### config.mk
export PLATFORM = sky130hd
export DESIGN_NAME = lcd_cmd_seq
export DESIGN_NICKNAME = d
export VERILOG_FILES = /design/src/rtl/lcd_cmd_seq.sv
export SDC_FILE = /design/constraint.sdc
export NUM_CORES = 1
export LEC_CHECK = 0
export BUFFER_PORTS_ARGS = -buffer_cell sky130_fd_sc_hd__buf_2
export CELL_PAD_IN_SITES_DETAIL_PLACEMENT = 1
export CELL_PAD_IN_SITES_GLOBAL_PLACEMENT = 2
export CORE_ASPECT_RATIO = 0.8
export CORE_MARGIN = 3
export CORE_UTILIZATION = 36
export CTS_CLUSTER_DIAMETER = 100
export DETAILED_ROUTE_END_ITERATION = 16
export PLACE_DENSITY = 0.91
export SYNTH_ARGS = -nofsm -noshare
export SYNTH_HDL_FRONTEND = slang
export SYNTH_SLANG_ARGS = --single-unit
### constraint.sdc
create_clock -name clk -period 2.23 [get_ports clk]
set_clock_uncertainty 0.15 [all_clocks]
set_input_delay 0 -clock clk [delete_from_list [all_inputs] [get_ports clk]]
set_output_delay 0 -clock clk [all_outputs]
set_load 0.02 [all_outputs]
### src/rtl/lcd_cmd_seq.sv
// lcd_cmd_seq: steps through a command program held in a synchronous ROM and
// hands each opcode to the LCD image controller using its busy handshake.
//
// Ports:
//   clk        - clock, all state updates on the rising edge
//   reset      - asynchronous active-low reset
//   start      - level request, sampled only while idle
//   CROM_EN    - command ROM read enable (decoded from state)
//   CROM_A     - command ROM address (decoded from state and pc)
//   CROM_Q     - ROM data one cycle after CROM_EN: [2:0] opcode, [3] last flag
//   cmd        - opcode presented to the controller, held between issues
//   cmd_valid  - single-cycle command strobe
//   busy       - controller busy
//   done       - controller completion flag (sticky)
//   cmd_cnt    - commands issued since the last start
//   seq_done   - program completed (sticky until next start)
//   seq_err    - timeout or illegal program (sticky until next start)
module lcd_cmd_seq #(
  parameter int unsigned ADDR_W  = 6,
  parameter int unsigned ACK_TO  = 4,
  parameter int unsigned FREE_TO = 255
) (
  input  logic              clk,
  input  logic              reset,
  input  logic              start,
  output logic              CROM_EN,
  output logic [ADDR_W-1:0] CROM_A,
  input  logic [3:0]        CROM_Q,
  output logic [2:0]        cmd,
  output logic              cmd_valid,
  input  logic              busy,
  input  logic              done,
  output logic [ADDR_W:0]   cmd_cnt,
  output logic              seq_done,
  output logic              seq_err
);

  typedef enum logic [3:0] {
    StIdle,
    StFetch,
    StLatch,
    StIssue,
    StWaitAck,
    StWaitFree,
    StFinish,
    StDone,
    StError
  } state_e;

  // A wait state may last at most LIMIT cycles; the counter starts at 0 on entry.
  localparam logic [7:0] AckLim  = 8'(ACK_TO - 1);
  localparam logic [7:0] FreeLim = 8'(FREE_TO - 1);
  localparam logic [ADDR_W-1:0] PcMax = {ADDR_W{1'b1}};

  state_e            state_q, state_d;
  logic [ADDR_W-1:0] pc_q, pc_d;
  logic              last_q, last_d;
  logic [2:0]        cmd_q, cmd_d;
  logic              cmd_valid_q, cmd_valid_d;
  logic [ADDR_W:0]   cnt_q, cnt_d;
  logic              seq_done_q, seq_done_d;
  logic              seq_err_q, seq_err_d;
  logic [7:0]        to_q, to_d;

  always_ff @(posedge clk or negedge reset) begin
    if (!reset) begin
      state_q     <= StIdle;
      pc_q        <= '0;
      last_q      <= 1'b0;
      cmd_q       <= 3'd0;
      cmd_valid_q <= 1'b0;
      cnt_q       <= '0;
      seq_done_q  <= 1'b0;
      seq_err_q   <= 1'b0;
      to_q        <= 8'd0;
    end else begin
      state_q     <= state_d;
      pc_q        <= pc_d;
      last_q      <= last_d;
      cmd_q       <= cmd_d;
      cmd_valid_q <= cmd_valid_d;
      cnt_q       <= cnt_d;
      seq_done_q  <= seq_done_d;
      seq_err_q   <= seq_err_d;
      to_q        <= to_d;
    end
  end

  always_comb begin
    state_d     = state_q;
    pc_d        = pc_q;
    last_d      = last_q;
    cmd_d       = cmd_q;
    cmd_valid_d = 1'b0;
    cnt_d       = cnt_q;
    seq_done_d  = seq_done_q;
    seq_err_d   = seq_err_q;

    unique case (state_q)
      StIdle: begin
        if (start) begin
          pc_d       = '0;
          cnt_d      = '0;
          seq_done_d = 1'b0;
          seq_err_d  = 1'b0;
          state_d    = StFetch;
        end
      end
      StFetch: state_d = StLatch;
      StLatch: begin
        cmd_d  = CROM_Q[2:0];
        // The top entry is always treated as last so pc never wraps.
        last_d = CROM_Q[3] | (pc_q == PcMax);
        if (pc_q != PcMax) begin
          pc_d = pc_q + 1'b1;
        end
        state_d = StIssue;
      end
      StIssue: begin
        // No timeout: the controller may be busy loading its image.
        if (!busy) begin
          cmd_valid_d = 1'b1;
          cnt_d       = cnt_q + 1'b1;
          state_d     = StWaitAck;
        end
      end
      StWaitAck: begin
        // The handshake wins over a timeout hit in the same cycle.
        if (busy) begin
          state_d = StWaitFree;
        end else if (to_q == AckLim) begin
          state_d = StError;
        end
      end
      StWaitFree: begin
        if (!busy) begin
          state_d = last_q ? StFinish : StFetch;
        end else if (to_q == FreeLim) begin
          state_d = StError;
        end
      end
      StFinish: begin
        // A program must end on a write, otherwise done never follows.
        if (cmd_q != 3'd0) begin
          state_d = StError;
        end else if (done) begin
          state_d = StDone;
        end else if (to_q == FreeLim) begin
          state_d = StError;
        end
      end
      StDone: begin
        if (!start) begin
          state_d = StIdle;
        end
      end
      StError: begin
        if (!start) begin
          state_d = StIdle;
        end
      end
      default: state_d = StIdle;
    endcase

    if (state_d == StDone) begin
      seq_done_d = 1'b1;
    end
    if (state_d == StError) begin
      seq_err_d = 1'b1;
    end

    to_d = (state_d != state_q) ? 8'd0 : to_q + 8'd1;
  end

  assign CROM_EN   = (state_q == StFetch);
  assign CROM_A    = CROM_EN ? pc_q : '0;
  assign cmd       = cmd_q;
  assign cmd_valid = cmd_valid_q;
  assign cmd_cnt   = cnt_q;
  assign seq_done  = seq_done_q;
  assign seq_err   = seq_err_q;

endmodule
==> impl_metrics.env <==
export IMPL_outcome="finished, final reports clean"
export IMPL_syn2layout_area_growth_pct=26.1
export IMPL_p_leak_nw=1.05
export IMPL_pre_cts_slack_ns=0.0481
export IMPL_syn_area_per_cell_um2=10.5
export IMPL_overflow=0
export IMPL_rr_worst_depth=7
export IMPL_clkPwrFrac_pct=18.4
export IMPL_hold_violations=0
export IMPL_dp_hpwl_um=3550
export IMPL_hold_path_class="in -> async"
export IMPL_diodes=0
export IMPL_routed_via_count=1545
export IMPL_ys_seq_area_share_pct=43.0
export IMPL_htree_levels=2
export IMPL_final_core_util_pct=49.0
export IMPL_drtPass1Iterations=4
export IMPL_final_nets=245
export IMPL_finalSetupTns_ns=0
export IMPL_timing_rr_end="pc_q[5]$_DFFE_PN0P_"
export IMPL_antenna_found_initial=0
export IMPL_fin_crit_ns=2.13
export IMPL_ios=29
export IMPL_cts_tree="built"
export IMPL_cp_start_kind="flip-flop"
export IMPL_cp_cell_sequence="ha_2 -> nand3_2 -> o21ai_2 -> a2111oi_4 -> nand4_1 -> or3_4 -> a21oi_2"
export IMPL_path_class="reg -> reg"
export IMPL_slew_viol_final=0
export IMPL_ys_warnings_count=0
export IMPL_drive_above_1_share_pct=34.8
export IMPL_power_net_switching_mw=1.08
export IMPL_wl_per_cell_um=16.5
export IMPL_synth_edf_count=0
export IMPL_grt_max_degree=33
export IMPL_r2r_start="pc_q[0]$_DFFE_PN0P_"
export IMPL_gp_congestion=0.787
export IMPL_hold_slack_ns=0.150
export IMPL_clockBufferDepth=2
export IMPL_worst_slew_pin_slew_ns=0.724
export IMPL_max_clock_freq_ghz=0.469
export IMPL_synth_cell_types=50
export IMPL_dieArea_um2=6070
export IMPL_cts_buffers=5
export IMPL_seq_power_share_pct=33.8
export IMPL_synth_largest_area_cell="dfrtp_1"
export IMPL_power_density_nw_per_um2=1100
export IMPL_syn_cell_area_um2=1860
export IMPL_async_flop_share_pct=100
export IMPL_grt_total_usage_pct=17.3
export IMPL_numClockSinks=32
export IMPL_p_comb_share_pct=47.8
export IMPL_fin_area_um2=2350
export IMPL_final_period_utilization_pct=95.7
export IMPL_cap_violations=0
export IMPL_port_buffers=28
export IMPL_core_um2=4790
export IMPL_start_util_pct=38.8
export IMPL_synth_top_area_share_pct=43.0
export IMPL_setup_viol_count_final=0
export IMPL_wl_um=4840
export IMPL_critPathMaxStageDelay_ns=0.42
export IMPL_synth_most_common_cell="dfrtp_1"
export IMPL_finalWorstSetupSlack_ns=0.0966
export IMPL_synth_seq_cells=32
export IMPL_row_count=22
export IMPL_cp_required_ns=2.30
export IMPL_worstSetupEndpointType="flip-flop"
export IMPL_ir_drop_mv=0.660
export IMPL_syn_num_nets=191
export IMPL_ys_flop_type="dfrtp_1"
export IMPL_synthTopCellsByCount="dfrtp_1 (32), nor2_1 (14), nor3_1 (13), nand2_1 (12), nand3_1 (10)"
export IMPL_grt_pass1_vias=1636
export IMPL_intPower_mw=1.50
export IMPL_relSlewSlack_pct=51.7
export IMPL_vias_per_cell=5.27
export IMPL_place_area_um2=2110
export IMPL_grt_pass1_wl_um=8120
export IMPL_cts_root_buf="clkbuf_8"
export IMPL_critPathBufInv=0
export IMPL_synth_area_leaders="dfrtp_1 (43%), xor2_1 (4.2%), nor3_1 (3.5%), nor2_1 (2.8%), ha_1 (2.7%)"
export IMPL_r2r_slack_ns=0.1
export IMPL_p_sw_share_pct=41.8
export IMPL_die_w_um=86.4
export IMPL_die_y_um=70.3
export IMPL_slowest_stage="dfrtp_1"
export IMPL_drt_iter0_drc=34
export IMPL_crit_path_max_fanout=4
export IMPL_drc=0
export IMPL_critPathTopFamily="simple AND/OR/NAND/NOR gates"
export IMPL_clk_latency_ns=0.29
export IMPL_clk_pin_slew_ns=0.07
export IMPL_syn_inst=178
export IMPL_crit_arrival_ns=2.21
export IMPL_drtAntennaViolNets=0
-- power by group through the flow --
| stage | Clock [mW] | Combinational (mW) | Sequential (mW) |
|---|---|---|---|
| 6_report | 0.474 | 1.23 | 0.870 |
| 5_1_grt | 0.522 | 1.36 | 0.895 |
| 4_1_cts | 0.487 | 1.17 | 0.868 |
| 3_5_place_dp | 0 | 1.16 | 0.879 |
| 3_3_place_gp | 0 | 1.12 | 0.873 |
| 2_1_floorplan | 0 | 0.784 | 0.892 |
-- worst register-to-register path, cell delays in order (launching register included) --
cell and delay [ns]:
dfrtp_1 0.42, ha_2 0.23, nand3_2 0.08, o21ai_2 0.07, a2111oi_4 0.38, nand4_1 0.21, or3_4 0.41, a21oi_2 0.13
-- registers in the layout, indices dropped and copies added, names as in the netlist --
| signal | flops |
|---|---|
| to_q | 8 |
| cmd_valid | 1 |
| cmd | 3 |
| last_q | 1 |
| state_q | 4 |
| seq_done | 1 |
| seq_err | 1 |
| pc_q | 6 |
| cmd_cnt | 7 |
-- logic make-up after synthesis --
family                     share of synthesized area, %
and+or+nand+nor                                    26.0
DFF                                                43.0
AOI/OAI and AO/OA                                  14.4
xor gates and xnor gates                           6.12
buffers and inverters                              4.77
muxes                                              2.96
adders and majority gates                          2.69
-- repair_timing --
action,4_1_cts,5_1_grt
setup endpoints to repair,0,10
hold buffers,8,0
endpoints found under the hold margin,40,0
setup buffers,0,4
resized for setup,0,10
-- metrics by stage --
step | instances | power (mW)
floorplan | 178 | 1.68
global placement | 273 | 2.00
detailed placement | 273 | 2.04
CTS | 289 | 2.53
global route | 293 | 2.77
finish | 293 | 2.58
-- how the worst max path moves through the flow --
stage | startpoint | end | cells past startpoint
after floorplan | pc_q[0]$_DFFE_PN0P_ | pc_q[5]$_DFFE_PN0P_ | 7
after global placement | state_q[0]$_DFF_PN0_ | to_q[2]$_DFF_PN0_ | 6
after detailed placement | state_q[0]$_DFF_PN0_ | to_q[2]$_DFF_PN0_ | 6
after CTS | state_q[0]$_DFF_PN0_ | to_q[2]$_DFF_PN0_ | 6
after global routing | to_q[0]$_DFF_PN0_ | to_q[2]$_DFF_PN0_ | 8
final | pc_q[0]$_DFFE_PN0P_ | pc_q[5]$_DFFE_PN0P_ | 7
-- cells in the final DEF, fill, tap and decap left out, types with 2 or more instances in the layout --
master / count
dfrtp_2: 3
nor3_1: 13
mux2_2: 4
clkbuf_8: 6
nand4_1: 6
nand2b_1: 7
o21a_1: 2
a21oi_1: 3
and3_2: 2
xnor2_1: 4
buf_4: 17
inv_1: 6
nor2_1: 13
clkinv_2: 2
ha_1: 3
and2_1: 5
o21ai_0: 4
o211ai_1: 3
dlygate4sd3_1: 8
nand3_1: 9
buf_2: 28
dfrtp_1: 29
nand2_1: 12
nor4b_2: 2
xor2_1: 9
nor4_1: 2
-- metal layers --
metal  GRT usage [%]  part of all wire (%)  vias up
met5               0                     0        -
met4            5.71                   1.2        0
met3            4.48                   3.6        6
met2            26.1                    47       27
met1            23.8                    48      768
li1                -                     -      744
-- layout make-up --
| class | count | area (µm²) |
|---|---|---|
| tap | 60 | 75.1 |
| sequential | 32 | 805 |
| clock inverter | 2 | 10.0 |
| multi-input combinational | 134 | 1000 |
| clock buffer | 6 | 82.6 |
| inverter | 6 | 22.5 |
| timing repair buffer | 53 | 348 |
| fill | 579 | 2440 |
Note: power is estimated with default switching activity, not from simulation.
